[src/rtl/sram_port_arbiter_pkg.sv]
// Shared types for the SRAM port arbiter: requester ownership, FSM states and
// default bus widths.
package sram_port_arbiter_pkg;

  localparam int WORD_SIZE = 16;
  localparam int ADDR_SIZE = 8;
  localparam int MAX_BURST_DEFAULT = 4;

  typedef enum logic {
    OWN_CPU = 1'b0,
    OWN_LDR = 1'b1
  } owner_e;

  typedef enum logic {
    ST_ARB  = 1'b0,
    ST_LOCK = 1'b1
  } state_e;

endpackage

[src/rtl/sram_port_arbiter.sv]
// Shares one single-port SRAM between the core and the program loader with
// per-beat round-robin and a bounded locked-burst mode for the loader.
module sram_port_arbiter
  import sram_port_arbiter_pkg::*;
#(
  parameter int word_size = WORD_SIZE,
  parameter int addr_size = ADDR_SIZE,
  parameter int MAX_BURST = MAX_BURST_DEFAULT
) (
  input  logic                 clk,
  input  logic                 rst,
  input  logic                 cpu_req,
  input  logic                 cpu_we,
  input  logic [addr_size-1:0] cpu_addr,
  input  logic [word_size-1:0] cpu_wdata,
  output logic                 cpu_gnt,
  output logic                 cpu_rvalid,
  output logic [word_size-1:0] cpu_rdata,
  input  logic                 ldr_req,
  input  logic                 ldr_we,
  input  logic [addr_size-1:0] ldr_addr,
  input  logic [word_size-1:0] ldr_wdata,
  input  logic                 ldr_lock,
  output logic                 ldr_gnt,
  output logic                 ldr_rvalid,
  output logic [word_size-1:0] ldr_rdata,
  output logic                 mem_en,
  output logic                 mem_we,
  output logic [addr_size-1:0] mem_addr,
  output logic [word_size-1:0] mem_wdata,
  input  logic [word_size-1:0] mem_rdata
);

  localparam int CNT_W = $clog2(MAX_BURST + 1);

  state_e           state, state_nxt;
  owner_e           last_win, last_win_nxt;
  logic [CNT_W-1:0] burst_cnt, burst_cnt_nxt;
  logic             tie_to_cpu;

  // On a tie the side that did not win the previous beat goes next.
  assign tie_to_cpu = (last_win == OWN_LDR);

  assign cpu_gnt = !rst && (state == ST_ARB) && cpu_req && (!ldr_req || tie_to_cpu);
  assign ldr_gnt = !rst && ldr_req && ((state == ST_LOCK) || !cpu_req || !tie_to_cpu);

  assign mem_en    = cpu_gnt | ldr_gnt;
  assign mem_we    = cpu_gnt ? cpu_we    : (ldr_gnt ? ldr_we    : 1'b0);
  assign mem_addr  = cpu_gnt ? cpu_addr  : (ldr_gnt ? ldr_addr  : '0);
  assign mem_wdata = cpu_gnt ? cpu_wdata : (ldr_gnt ? ldr_wdata : '0);

  assign cpu_rdata = cpu_rvalid ? mem_rdata : '0;
  assign ldr_rdata = ldr_rvalid ? mem_rdata : '0;

  always_ff @(posedge clk or posedge rst) begin
    if (rst) begin
      state     <= ST_ARB;
      last_win  <= OWN_LDR;
      burst_cnt <= '0;
    end else begin
      state     <= state_nxt;
      last_win  <= last_win_nxt;
      burst_cnt <= burst_cnt_nxt;
    end
  end

  always_comb begin
    state_nxt     = state;
    last_win_nxt  = last_win;
    burst_cnt_nxt = burst_cnt;

    if (cpu_gnt) begin
      last_win_nxt = OWN_CPU;
    end else if (ldr_gnt) begin
      last_win_nxt = OWN_LDR;
    end

    case (state)
      ST_ARB: begin
        // A single-beat limit means the opening beat already ends the burst.
        if (ldr_gnt && ldr_lock && (MAX_BURST > 1)) begin
          state_nxt     = ST_LOCK;
          burst_cnt_nxt = CNT_W'(1);
        end
      end
      ST_LOCK: begin
        if (ldr_gnt) begin
          if (!ldr_lock || (burst_cnt == CNT_W'(MAX_BURST - 1))) begin
            state_nxt     = ST_ARB;
            burst_cnt_nxt = '0;
          end else begin
            burst_cnt_nxt = burst_cnt + CNT_W'(1);
          end
        end else if (!ldr_lock) begin
          state_nxt     = ST_ARB;
          burst_cnt_nxt = '0;
        end
      end
      default: begin
        state_nxt     = ST_ARB;
        burst_cnt_nxt = '0;
      end
    endcase
  end

  // The rvalid flags double as the owner tag for the returning read word.
  always_ff @(posedge clk or posedge rst) begin
    if (rst) begin
      cpu_rvalid <= 1'b0;
      ldr_rvalid <= 1'b0;
    end else begin
      cpu_rvalid <= cpu_gnt & !cpu_we;
      ldr_rvalid <= ldr_gnt & !ldr_we;
    end
  end

endmodule

[config.mk]
export PLATFORM = sky130hd
export DESIGN_NAME = sram_port_arbiter
export DESIGN_NICKNAME = d
export VERILOG_FILES = /design/src/rtl/sram_port_arbiter_pkg.sv /design/src/rtl/sram_port_arbiter.sv
export SDC_FILE = /design/constraint.sdc
export NUM_CORES = 1
export LEC_CHECK = 0
export ABC_CLOCK_PERIOD_IN_PS = 1600
export CELL_PAD_IN_SITES_DETAIL_PLACEMENT = 0
export CELL_PAD_IN_SITES_GLOBAL_PLACEMENT = 1
export CORE_UTILIZATION = 13
export CTS_CLUSTER_SIZE = 10
export DETAILED_ROUTE_END_ITERATION = 8
export GPL_ROUTABILITY_DRIVEN = 0
export PLACE_DENSITY_LB_ADDON = 0.05
export SETUP_SLACK_MARGIN = 0.5
export SLEW_MARGIN = 10
export SYNTH_ARGS = -nofsm -noshare
export SYNTH_HDL_FRONTEND = slang
export SYNTH_SLANG_ARGS = --single-unit
[constraint.sdc]
create_clock -name clk -period 1.6 [get_ports clk]
set_input_delay 0.32 -clock clk [delete_from_list [all_inputs] [get_ports clk]]
set_output_delay 0.32 -clock clk [all_outputs]
set_load 0.05 [all_outputs]
==> results of run 1 <==
[synthesized netlist by cell type (3+ instances only)]
cell | number | area share, %
dfrtp_1 | 6 | 16
o21ai_0 | 3 | 1.6
nor2_1 | 4 | 1.6
nand3_1 | 3 | 1.6
and2_1 | 32 | 22
buf_6 | 5 | 6.2
inv_1 | 4 | 1.6
a22o_1 | 23 | 22
[worst min path at each step]
stage | start | to | slack [ps]
after floorplan | rst | burst_cnt[0]$_DFFE_PP0P_ | 120
after global placement | last_win$_DFFE_PP1P_ | last_win$_DFFE_PP1P_ | 520
after detailed placement | last_win$_DFFE_PP1P_ | last_win$_DFFE_PP1P_ | 530
after CTS | rst | burst_cnt[0]$_DFFE_PP0P_ | 270
after global routing | rst | burst_cnt[0]$_DFFE_PP0P_ | 310
final | rst | burst_cnt[0]$_DFFE_PP0P_ | 260
[through the flow]
| stage | TNS (ps) | utilization, % | cell area, sq um | std cells | worst slack (ps) |
|---|---|---|---|---|---|
| after detailed placement | -13120 | 48.6 | 3300 | 342 | -528 |
| after CTS | -9410 | 55.6 | 3770 | 365 | -379 |
| after global routing | -10340 | 56.0 | 3800 | 368 | -413 |
| final | -9120 | 56.0 | 3800 | 368 | -370 |
| after global placement | -12290 | 48.6 | 3300 | 342 | -491 |
| after floorplan | -2710 | - | 1190 | 106 | -154 |
[final cells by class]
cell class | instances | area (sq um)
Multi-Input combinational cell | 88 | 1010
Clock buffer | 4 | 45.0
Sequential cell | 7 | 185
Timing Repair Buffer | 169 | 2430
Tap cell | 96 | 120
Inverter | 4 | 15.0
Fill cell | 555 | 2990
[logic make-up after synthesis]
logic type | after synthesis | synth area share [%]
and+or+nand+nor | 53 | 38.5
AOI/OAI and AO/OA | 32 | 29.7
buffers and inverters | 11 | 8.63
DFF | 7 | 19.3
adders and majority gates | 2 | 2.74
muxes | 1 | 1.10
[registers in the layout, summed over array words and instances (netlist names)]
signal      count
state           1
cpu_rvalid      1
last_win        1
burst_cnt       3
ldr_rvalid      1
[per-layer routing]
metal  share of wire [%]  track usage [%]  routed length (um)
met5                   0                0                   0
met4                0.61             3.64                  29
met3                 8.8             3.37                 419
met2                  51             22.9                2460
met1                  39             15.0                1880
[power groups by stage]
stage	clock [W]	sequential, W	combinational (W)
detailed placement	0	0.000231	0.00114
global placement	0	0.000231	0.00114
global route	0.000268	0.000227	0.00135
floorplan	0	0.000227	0.000529
CTS	0.000259	0.000225	0.00129
finish	0.000254	0.000224	0.00129
[worst max-delay path: cells and delay by family (launching register included)]
family                 cells  cell delay (ps)
AOI/OAI and AO/OA          1              260
buffers and inverters      2              290
DFF                        1              580
and+or+nand+nor            2              280
[repair_timing]
item,4_1_cts,5_1_grt
gates cloned,5,0
setup buffers,14,3
setup endpoints to repair,69,69
pin swaps,18,4
resized for setup,51,2
==> results.md, run 1 <==
* Crit path cell chain: nand3b_4, and2_4, buf_12, a22o_4, buf_12
* # diodes at 0
* Ys async rst share at 100%
* Period minus WS final at 1970 ps
* Die Area at 0.00737 sq mm
* Failing checks: setup timing
* Hold Slack at 264 ps
* Vias in the first global route at 1,482
* PwrDens at 465 mW/mm^2
* Sequential share of the synthesized area at 19.3%
* Switching Fraction at 37.5%
* Clock Skew at 4.07 ps
* Final max-slew violation count at 0
* First-pass GRT wire length at 7380 um
* WP data arrival at 1650 ps
* Layout area overhead at 317%
* VDD IR max at 0.245 mV
* I/O pins at 133
* Avg Cell Area, Syn at 8.62 sq um
* Reg2reg path depth at 6
* RSZ-0062 raised after global routing: true
* IO buf count at 132
* Worst-margin pin slew at 307 ps
* Worst relative slew slack at 79.5%
* F_max at 508 MHz
* Critical Setup Path Class: register to primary output
* CTS tree: yes
* R2R Path Start: last_win$_DFFE_PP1P_
* Antenna violations before repair at 0
* Power share of the sequential group at 12.7%
* Final period util at 123%
* Setup crit end: mem_addr[5]
* Worst-path fanout max at 12
* Critical-path top delay cell: dfstp_2
* Startpoint types: register
* Largest stage delay on the critical path at 580 ps
* R2r setup slk at 20 ps
* Post-synth EDFFs at 0
* Layout cells sized above 1 at 65.4%
* Post-layout worst setup margin at -370 ps
* Starting Density at 13.4%
* Clk_lat worst skew at 230 ps
* Total track usage at 12.8%
* Final hold viol count at 0
* Routed wire per std cell at 13.0 um
* Placement Rows at 30
* Vias/cell at 4.06
* Worst R2R End: burst_cnt[2]$_DFFE_PP0P_
* Hpwl dp at 3530 um
* Finish-stage setup viols at 27
* CTS clk-pin slew, worst paths at 40 ps
* DIE WIDTH at 85.8 um
* Worst Path Required at 1280 ps
* Netlist Area Pre-Place at 913 sq um
* Root Buffer: clkbuf_8
* Synth cell types at 27
* H-tree levels at 1
* NetSw at 0.000663 W
* Primary FF master, synth: dfrtp_1
* Net Count, Synth at 179
* Die height at 85.8 um
* Total CTS buffers at 3
* Grt total ovfl at 0
* HP Class: primary input to async pin
* Setup crit start: last_win$_DFFE_PP1P_
* Synthesis warning total at 0
* Nets at 346
* Largest net degree at the start of global routing at 13
* Lkg Pwr at 1.64 nW
* Syn Inst Count at 106
* DRC at 0
* Most frequent cells in the layout: buf_12 (66), clkdlybuf4s50_1 (62), and2_4 (33)
* Antenna viol nets, final at 0
* Most common cell on crit path: buf_12
* Maximum clock path buffer count at 2
* Logic pwr share at 73.0%
* Commonest non-fill, non-tap cell in the layout: buf_12
* Iter 0 DRT Violations at 23
* Element type at the critical path end: primary output
* Max-cap violation count at 0
* Core area at 0.00679 sq mm
* DRT Wirelength at 4790 um
* Synth Register Bits at 7
* Router iterations before antenna repair at 4
* Pint at 0.00111 W
* Clock network power share at 14.3%
* Via count at 1,495
* Status: finished with violations
* Power, Total at 0.00177 W
* Clk sink count at 7
* Post-CTS Hold Buffers at 0
Power figures use the tool's default switching activity.
==> inputs of run 2 (changes only) <==
- ABC_AREA: unset -> 1
- CORE_UTILIZATION: 13 -> 12
- CTS_CLUSTER_DIAMETER: unset -> 200
- CTS_CLUSTER_SIZE: 10 -> unset
==> run 2 against run 1 <==
Net effect: the run still ends with setup timing left; critical path depth is 3 higher; largest power group unchanged; synthesized area is 11% higher; clock power shrank 3%; wire length grew 13%; setup slack improved by 180 ps; sequential power down 4%; power is 2.7% higher; count of clock-buffer cells in the layout unchanged; synthesized cell count is 90% higher; final area grew 14%; clock skew increased by 1.5 ps.
==> results.md, run 2 <==
* Status: finished with violations
* Failing checks: setup timing
* Lkg Pwr at 1.98 nW
* Cell Count, Final, Fillers Out at 468
* Startpoint types: register
* Period minus WS final at 1790 ps
* Placement Rows at 33
* Top Usage Layer GRT: met2
* Primary FF master, synth: dfrtp_1
* Core area at 0.00822 sq mm
* Crit path cell chain: inv_1, nand2_2, nand2_8, inv_8, buf_8, nand2_2, nand2_4, buf_12
* CTS tree: yes
* Largest stage delay on the critical path at 520 ps
* Largest cells by area after synthesis: nand2_1 (44%), dfrtp_1 (15%), inv_1 (15%)
* Synthesis warning total at 0
* Ys async rst share at 100%
* Largest net degree at the start of global routing at 14
* Fin area at 0.00432 sq mm
* Via count at 1,764
* Critical Setup Path Class: register to primary output
* Clk_lat worst skew at 220 ps
* DRT Wirelength at 5410 um
* Net Count, Synth at 274
* Final period util at 112%
* Max-cap violation count at 0
* Most common cell on crit path: nand2_2
* Grt total ovfl at 0
* Most frequent cells in the layout: nand2_4 (76), buf_12 (69), clkdlybuf4s50_1 (58)
* H-tree levels at 1
* First-pass GRT wire length at 8650 um
* Iter 0 DRT Violations at 14
* M2 GR Usage at 24.7%
* Final hold viol count at 0
* Routed wire per std cell at 11.6 um
* Router iterations before antenna repair at 4
* Layout cells sized above 1 at 67.5%
* Finish-stage setup viols at 30
* DRC at 0
* Sequential share of the synthesized area at 17.4%
* Placed cells at 443
* R2r setup slk at 130 ps
* Final max-slew violation count at 0
* Register name with the most flops: burst_cnt
* Reg2reg path depth at 9
* Worst R2R End: burst_cnt[2]$_DFFE_PP0P_
* Clock Skew at 5.57 ps
* Share of Yosys cell area claimed by the top area cell type at 44.4%
* Max reg flops at 3
* CTS clk-pin slew, worst paths at 40 ps
* Synth Register Bits at 7
* Post-synth EDFFs at 0
* Worst-path fanout max at 6
* Critical-path top delay cell: dfstp_2
* Nets at 437
* Starting Density at 12.3%
* HP Class: primary input to async pin
* R2R Path Start: last_win$_DFFE_PP1P_
* Met3 Use GR at 3.32%
* F_max at 558 MHz
* Root Buffer: clkbuf_8
* I/O pins at 133
* Netlist Area Pre-Place at 0.00101 sq mm
* WP data arrival at 1470 ps
* Syn Inst Count at 201
* Area of placed instances at 0.00370 sq mm
* Post-layout worst setup margin at -193 ps
* Layout area overhead at 326%
* Most frequent cell after synthesis: nand2_1
* IO buf count at 132
* Maximum clock path buffer count at 2
* Element type at the critical path end: primary output
* DIE WIDTH at 94.0 um
* Fin util at 52.6%
* Hpwl dp at 3960 um
* Largest area contributor in the netlist: nand2_1
* Die Area at 0.00883 sq mm
* # diodes at 0
* Synth cell types at 20
* Total CTS buffers at 3
* Worst relative slew slack at 79.4%
* Power, Total at 0.00182 W
* Place WS at -409 ps
* PwrDens at 421 mW/mm^2
* Avg Cell Area, Syn at 5.05 sq um
* Vias in the first global route at 1,764
* Post-CTS Hold Buffers at 0
* Total track usage at 12.6%
* Post-synth top cells: nand2_1 (120), inv_1 (40), nor2_1 (7)
* Antenna viol nets, final at 0
* Commonest non-fill, non-tap cell in the layout: nand2_4
* GR Util met1 at 13.7%
* VDD IR max at 0.227 mV
* Worst Path Required at 1280 ps
* Clk sink count at 7
* Worst-margin pin slew at 308 ps
* RSZ-0062 raised after global routing: true
* Antenna violations before repair at 0
* Die height at 94.0 um
* Vias/cell at 3.77
-- run 2: cell types whose count changed after synthesis, sizes merged, moves of 2 or more --
cell | before | now
nand2 | 1 | 123
inv | 4 | 43
and2 | 33 | 0
a22o | 24 | 0
nor2 | 4 | 9
nor2b | 4 | 0
nand3 | 3 | 6
nand3b | 3 | 0
nor3 | 2 | 0
-- run 2: how the worst max path moves through the flow --
stage | cells after the start | end | slack, ps | from
final | 8 | mem_wdata[14] | -190 | last_win$_DFFE_PP1P_
after global routing | 9 | mem_wdata[6] | -250 | state$_DFF_PP0_
after CTS | 8 | mem_wdata[14] | -210 | last_win$_DFFE_PP1P_
after floorplan | 8 | mem_wdata[10] | 90 | state$_DFF_PP0_
after detailed placement | 7 | mem_addr[2] | -410 | rst
after global placement | 8 | mem_we | -400 | cpu_req
-- run 2: logic make-up (layout without fill, tap and decap cells) --
logic type / Yosys count / after routing / share of synthesized area (%)
adder cells (fa/ha/maj): 2 / 2 / 2.47
AND/OR/NAND/NOR: 138 / 138 / 55.5
buffers and inverters: 51 / 213 / 23.2
flip-flops: 7 / 7 / 17.4
AO/OA/AOI/OAI: 3 / 3 / 1.48
-- run 2: what timing repair did --
item | CTS | global route
gates cloned | 6 | 0
buffers inserted | 14 | 1
gates resized for setup | 96 | 10
endpoints found under the setup margin | 69 | 69
pin swaps | 5 | 2
hold endpoints to repair | 0 | 0
-- run 2: layout make-up --
| class | instances | area (sq um) |
|---|---|---|
| repair buffers | 162 | 2320 |
| flip-flops and latches | 7 | 181 |
| well taps | 105 | 131 |
| fillers | 744 | 3890 |
| inverters | 43 | 307 |
| repair inverters | 4 | 45.0 |
| multi-input cells | 143 | 1290 |
| clock buffers | 4 | 45.0 |
-- run 2: power breakdown --
part	leakage, nW	internal, W	switching [W]
logic	1.87	0.000667	0.000693
registers	0.0877	0.000199	0.0000158
clock network	0.0228	0.000172	0.0000735
-- run 2: layer usage --
| layer | wire length [um] | vias to the layer above |
|---|---|---|
| li1 | - | 899 |
| met1 | 1880 | 783 |
| met2 | 3090 | 80 |
| met3 | 424 | 2 |
| met4 | 19 | 0 |
| met5 | 0 | - |
-- run 2: worst max-delay path, delay by kind of cell, from the launching register on --
kind	cells	cell delay (ps)
simple gates	4	330
flops	1	520
buf+inv	4	390
-- run 2: through the flow --
stage               TNS [ps]  hold slack [ps]
CTS                    -5410              417
global route           -6820              426
finish                 -5100              397
floorplan                  0              123
detailed placement    -10520              499
global placement      -10220              498
==> inputs of run 3 (changes only) <==
- TNS_END_PERCENT: unset -> 100
==> results of run 3 <==
No change in the layout: final DEF, timing and power equal those of run 2.
